$ cat src/rtl/sync_fifo_param.sv
// rtl/sync_fifo_param.sv - parametrised single-clock FIFO with thresholds, occupancy count and optional FWFT read
module sync_fifo_param #(
  parameter int WIDTH    = 8,
  parameter int DEPTH    = 32,
  parameter int AF_LEVEL = DEPTH - 2,
  parameter int AE_LEVEL = 2,
  parameter int FWFT     = 0
) (
  input  logic                       clk,
  input  logic                       rst,
  input  logic [WIDTH-1:0]           din,
  input  logic                       wr_en,
  input  logic                       rd_en,
  output logic [WIDTH-1:0]           dout,
  output logic                       full,
  output logic                       empty,
  output logic                       almost_full,
  output logic                       almost_empty,
  output logic [$clog2(DEPTH):0]     count,
  output logic                       overflow,
  output logic                       underflow
);

  localparam int AW = $clog2(DEPTH);

  localparam logic [AW:0] C_DEPTH = (AW+1)'(DEPTH);
  localparam logic [AW:0] C_AF    = (AW+1)'(AF_LEVEL);
  localparam logic [AW:0] C_AE    = (AW+1)'(AE_LEVEL);
  localparam logic [AW:0] C_ONE   = (AW+1)'(1);

  // Storage is deliberately not reset; pointers alone define valid contents.
  logic [WIDTH-1:0] r_mem [DEPTH];

  // Pointers carry one extra bit so full and empty are distinguishable.
  logic [AW:0] r_wr_ptr;
  logic [AW:0] r_rd_ptr;
  logic [AW:0] r_count;
  logic        r_overflow;
  logic        r_underflow;

  logic            w_full;
  logic            w_empty;
  logic            w_wr_acc;
  logic            w_rd_acc;
  logic [AW:0]     w_wr_ptr_nxt;
  logic [AW:0]     w_rd_ptr_nxt;
  logic [WIDTH-1:0] w_mem_rd;

  // Status decodes only from the registered count.
  assign w_full       = (r_count == C_DEPTH);
  assign w_empty      = (r_count == '0);
  assign full         = w_full;
  assign empty        = w_empty;
  assign almost_full  = (r_count >= C_AF);
  assign almost_empty = (r_count <= C_AE);
  assign count        = r_count;
  assign overflow     = r_overflow;
  assign underflow    = r_underflow;

  // A blocked request is never rescued by the opposite request in the same cycle.
  assign w_wr_acc     = wr_en && !w_full;
  assign w_rd_acc     = rd_en && !w_empty;
  assign w_wr_ptr_nxt = w_wr_acc ? (r_wr_ptr + C_ONE) : r_wr_ptr;
  assign w_rd_ptr_nxt = w_rd_acc ? (r_rd_ptr + C_ONE) : r_rd_ptr;
  assign w_mem_rd     = r_mem[r_rd_ptr[AW-1:0]];

  // Pointer, occupancy and sticky error flag update.
  always_ff @(posedge clk) begin
    if (rst) begin
      r_wr_ptr    <= '0;
      r_rd_ptr    <= '0;
      r_count     <= '0;
      r_overflow  <= 1'b0;
      r_underflow <= 1'b0;
    end else begin
      r_wr_ptr <= w_wr_ptr_nxt;
      r_rd_ptr <= w_rd_ptr_nxt;
      r_count  <= w_wr_ptr_nxt - w_rd_ptr_nxt;
      if (wr_en && w_full) begin
        r_overflow <= 1'b1;
      end
      if (rd_en && w_empty) begin
        r_underflow <= 1'b1;
      end
    end
  end

  // Memory write; requests during reset are ignored.
  always_ff @(posedge clk) begin
    if (!rst && w_wr_acc) begin
      r_mem[r_wr_ptr[AW-1:0]] <= din;
    end
  end

  generate
    if (FWFT != 0) begin : g_fwft
      // Head entry is shown directly; meaningless while empty.
      assign dout = w_mem_rd;
    end else begin : g_std
      logic [WIDTH-1:0] r_dout;

      // Output register loads the head entry on an accepted read, else holds.
      always_ff @(posedge clk) begin
        if (rst) begin
          r_dout <= '0;
        end else if (w_rd_acc) begin
          r_dout <= w_mem_rd;
        end
      end

      assign dout = r_dout;
    end
  endgenerate

endmodule

$ cat config.mk
export PLATFORM = sky130hd
export DESIGN_NAME = sync_fifo_param
export DESIGN_NICKNAME = d
export VERILOG_FILES = /design/src/rtl/sync_fifo_param.sv
export SDC_FILE = /design/constraint.sdc
export NUM_CORES = 1
export LEC_CHECK = 0
export CAP_MARGIN = 20
export CORE_MARGIN = 2
export CORE_UTILIZATION = 60
export DETAILED_ROUTE_END_ITERATION = 10
export PLACE_DENSITY = 0.87
export SETUP_SLACK_MARGIN = 0.3
export SLEW_MARGIN = 25
export SYNTH_ARGS = -nofsm -noshare
export SYNTH_HDL_FRONTEND = slang
export SYNTH_SLANG_ARGS = --single-unit
$ cat constraint.sdc
create_clock -name clk -period 5.5 [get_ports clk]
set_input_delay 0.55 -clock clk [delete_from_list [all_inputs] [get_ports clk]]
set_output_delay 0.55 -clock clk [all_outputs]
set_load 0.01 [all_outputs]
# == Word-level counts from Yosys, hierarchy flattened ==
# Memories as Yosys holds them, arrays and structs flattened. A register that Yosys moved wholly into a read port is not among the register bits.
# Cells that the tools add are included.
# word_totals
register_bits,20
mem_bits_rw,256
input_bits,12
word_cells,25
memories,1
# mem_list
memory,words,width,rd,rd_clocked_by_memory_dff,write_ports,line,text
r_mem,32,8,1,1,1,32,logic [WIDTH-1:0] r_mem [DEPTH];
# classes
add_sub_neg,3
order_cmp,2
n_eq_ne,1
muxes,4
reduce_logical,9
# op_table
cell,n
"adder 6 x 1 -> 6 bit, second input constant",2
two-way mux 6 bit,2
"equality test 6 bit, second input constant",1
">= comparator 6 x 5 -> 1 bit, second input constant",1
"less-or-equal comparator 6 x 2 -> 1 bit, second input constant",1
logical NOT 6 bit,1
subtractor 6 bit,1
logical AND 1 bit,5
logical NOT 1 bit,3
two-way mux 1 bit,2

# == Depth between registers and ports, before layout ==
# logic_depth
ltp_word,6
depth_mapped,12
mapped_depth_nobuf,10

# == Least setup slack after synthesis ==
# OpenSTA, ideal clock, no wires.
# synth_path
kind,register to register
from,"register r_count[2], in the netlist count[2]"
to,"register r_count[5], in the netlist count[5]"
setup_ns,0.072
arrival_time_ns,2.569
required_ns,5.428
slack_ns,2.859
stages_incl_launch_ff,10
period_less_slack_ns,2.641
cell_sequence,dfxtp_1 > or4_1 > o31a_1 > mux2i_1 > ha_1 > nor2b_1 > o21ai_0 > a21oi_1 > or3_1 > mux2i_1
# synth_via
elab_chain_cells,5
elab_cells_between_ends,9
classes_between,add/sub: 1; eq/ne: 1; mux: 2; reduce/logical: 5
# synth_lines
element,line,text
start: declaration,37,logic [AW:0] r_count;
start signal: assignment,78,r_count <= w_wr_ptr_nxt - w_rd_ptr_nxt;
equality test 6 bit / logical NOT 6 bit (equally long branches),"50, 51",
logical NOT 1 bit (on tied branches),"61, 62",
logical AND 1 bit (on tied branches),"61, 62",
two-way mux 6 bit (on tied branches),"63, 64",
subtractor 6 bit *,78,
# Every way passes the cells marked *; elsewhere a longest branch is shown, timed or not.
# A chain may end at the register's enable or synchronous reset.

# == Final worst setup path ==
# Same ends and word-level chain as after synthesis.

==> flow_metrics.py <==
metrics = {
    "logic_synthesis": {
        "yosysTopAreaCell": "edfxtp_1",
        "synth_area_leaders": "edfxtp_1 67%, dfxtp_1 4.9%, mux4_2 4.7%, mux2i_1 3.8%, mux4_1 3.7%",
        "synth.avg_cell_area_um2": 17.88,
        "syn_nets": 660,
        "syn_area_um2": 11390,
        "yosysTopAreaCellShare_pct": 67.49,
        "yosys-top-cells-count": "256 x edfxtp_1, 52 x nor2_1, 43 x mux2i_1, 31 x nor2b_1, 28 x dfxtp_1",
        "synthCells": 637,
        "yosysWarnings": 0,
        "ys_async_sr_fraction_pct": 0,
        "ys_seq_area_share_pct": 72.41,
        "synth_flop_cell": "edfxtp_1",
        "yosysUniqueCellTypes": 47,
        "synth_edf_count": 256,
        "yosysMostFrequentCell": "edfxtp_1",
        "synth-seq-cells": 284,
    },
    "outcome": {
        "outcome": "complete, no violations",
    },
    "floorplanning": {
        "ios": 32,
        "dieArea_um2": 20100,
        "core_um2": 18640,
        "die_h_um": 141.8,
        "die_w_um": 141.8,
        "rows": 50,
        "initial_core_util_pct": 61.10,
    },
    "cts": {
        "cts_setup_buffers": 0,
        "clk_pin_slew_worst_paths_ns": 0.06,
        "htree_levels": 1,
        "cts.repair.resized": 0,
        "clk_latency_ns": 0.53,
        "cts_buffer_depth": 3,
        "cts_tree": "done",
        "postCtsHoldBufs": 0,
        "clockRootBuffer": "clkbuf_16",
        "tritoncts.num_buffers": 26,
        "clock-sinks": 284,
    },
    "routing": {
        "drt-pass1-iter-count": 5,
        "postRouteAntennaNets": 0,
        "drt_iter0_drc": 657,
        "vias": 6160,
        "wire_per_inst_um": 26.29,
        "routed_wl_mm": 24.21,
        "vias_per_cell": 6.688,
        "drcViolationCount": 0,
    },
    "setup_path": {
        "worstSetupPathType": "reg -> reg",
        "required_ns": 5.95,
        "crit_fanout": 5,
        "worstSetupEndpointType": "flop",
        "startpoint_type": "flop",
        "cp.arrival_ns": 3.53,
    },
    "cells_and_area": {
        "instances_no_fill": 921,
        "nFillCells": 1142,
        "layout-drive-gt1-share_pct": 12.52,
        "fin_nets": 690,
        "area_delta_synth_final_pct": 11.32,
        "antennaDiodeCount": 0,
    },
    "global_routing": {
        "grt_max_degree": 46,
        "overflow": 0,
        "grt_pass1_vias": 6364,
        "antenna_found_initial": 0,
        "grt_usage_pct": 24.92,
        "grt_pass1_wl_mm": 36.96,
    },
    "power_and_ir_drop": {
        "p_clk_share_pct": 34.6,
        "swShare_pct": 25.82,
        "p_comb_share_pct": 18.2,
        "p_leak_nw": 4.007,
        "powerDensity_nw_per_um2": 423.0,
        "vdd_drop_max_v": 0.0004117,
        "p_sw_mw": 1.385,
        "power.internal_mw": 3.979,
        "p_seq_share_pct": 47.3,
    },
    "placement": {
        "gp_congestion": 0.9578,
        "placed_cells": 873,
        "dp_hpwl_mm": 14.07,
        "io_buffer_count": 31,
    },
    "sta": {
        "rsz0062_at_grt": "false",
        "fin_setup_tns_ns": 0,
        "fmax_mhz": 325.0,
        "tightest_slew_ns": 0.9240,
        "min_period_ns": 3.077,
        "slew_headroom_pct": 36.81,
        "finalSetupViolations": 0,
        "finalMaxSlewViolations": 0,
        "min_period_over_period_pct": 55.95,
        "skew_ns": 0.009460,
        "fin_hold_ws_ns": 0.4758,
        "hold_viol": 0,
    },
    "job": {
        "drv_cap": 0,
    },
    "hold_path": {
        "hp-class": "reg -> reg",
    },
}
critical path, cell delays in order (launching register included):
cell	delay (ns)
dfxtp_1	0.35
or4_1	0.59
o31a_1	0.36
mux2i_1	0.34
ha_1	0.29
nor2b_1	0.14
o21ai_0	0.25
a21oi_1	0.14
or3_1	0.37
mux2i_1	0.16
layer usage:
metal / GRT usage, % / routed length [um] / share of wire [%] / up-vias
met5: 0 / 0 / 0 / -
met1: 32.17 / 8990 / 37 / 3103
met3: 4.084 / 2040 / 8.4 / 71
met4: 9.842 / 881 / 3.6 / 0
li1: - / - / - / 2620
met2: 42.90 / 12300 / 51 / 366
final timing paths:
kind              startpoint        to  slack [ns]  cells past startpoint
setup / recovery    count[2]  count[5]        2.42                      9
hold / removal       dout[5]   dout[5]        0.48                      1
setup reg to reg    count[2]  count[5]        2.42                      9
hold reg to reg      dout[5]   dout[5]        0.48                      1
sequential cells by signal (all words and copies together), names as in the netlist:
signal and count:
r_mem 256, dout 8, count 6, r_rd_ptr 6
r_wr_ptr 6, overflow 1, underflow 1
area by class of cell:
cell class | instances | area [um2] | area share [%]
Inverter | 6 | 22.52 | 0.1776
Clock inverter | 12 | 151.4 | 1.194
Multi-Input combinational cell | 312 | 2902 | 22.88
Timing Repair Buffer | 37 | 320.3 | 2.526
Sequential cell | 284 | 8253 | 65.08
Tap cell | 234 | 292.8 | 2.309
Clock buffer | 36 | 739.5 | 5.831
metrics by stage:
step           util [%]  total power, mW  setup slack, ns  area [um2]
6_report          68.02            5.364            2.423       12680
5_1_grt           68.02            5.538            2.225       12680
4_1_cts           68.05            5.367            2.442       12690
3_5_place_dp      63.27            3.524            2.210       11800
3_3_place_gp      63.43            3.491            2.286       11830
2_1_floorplan         -            3.271            2.859       11390
placed cells by master (no fill, tap or decap), types with 5 or more instances in the layout:
cell type,count
buf_2,7
nand3_1,5
nor2b_1,31
mux4_1,16
a32o_1,8
o21ai_0,7
a21oi_1,13
dfxtp_1,26
buf_4,6
o41ai_1,8
a2111oi_0,8
o22ai_1,8
inv_1,6
mux4_2,24
xnor2_1,7
clkbuf_1,6
nand2_1,11
xor2_1,6
o221ai_1,8
a211oi_1,17
nor2_1,52
edfxtp_1,256
clkdlybuf4s50_1,24
clkbuf_16,27
ha_1,10
mux2i_1,43
power by group through the flow:
stage / clock network [mW] / logic [mW] / registers [mW]
after global placement: 0 / 0.917 / 2.57
after CTS: 1.86 / 0.970 / 2.53
after floorplan: 0 / 0.757 / 2.51
after global routing: 1.95 / 1.04 / 2.55
final: 1.85 / 0.974 / 2.54
after detailed placement: 0 / 0.946 / 2.58
kinds of logic after synthesis:
| kind of cell | Yosys count | synth area share (%) |
|---|---|---|
| multiplexers | 83 | 12.21 |
| buffers and inverters | 41 | 2.120 |
| AO/OA/AOI/OAI | 87 | 5.679 |
| flip-flops | 284 | 72.41 |
| XOR/XNOR | 14 | 1.197 |
| AND/OR/NAND/NOR | 117 | 5.108 |
| adder cells (fa/ha/maj) | 11 | 1.274 |
No activity file was read; power rests on OpenSTA's default activity.
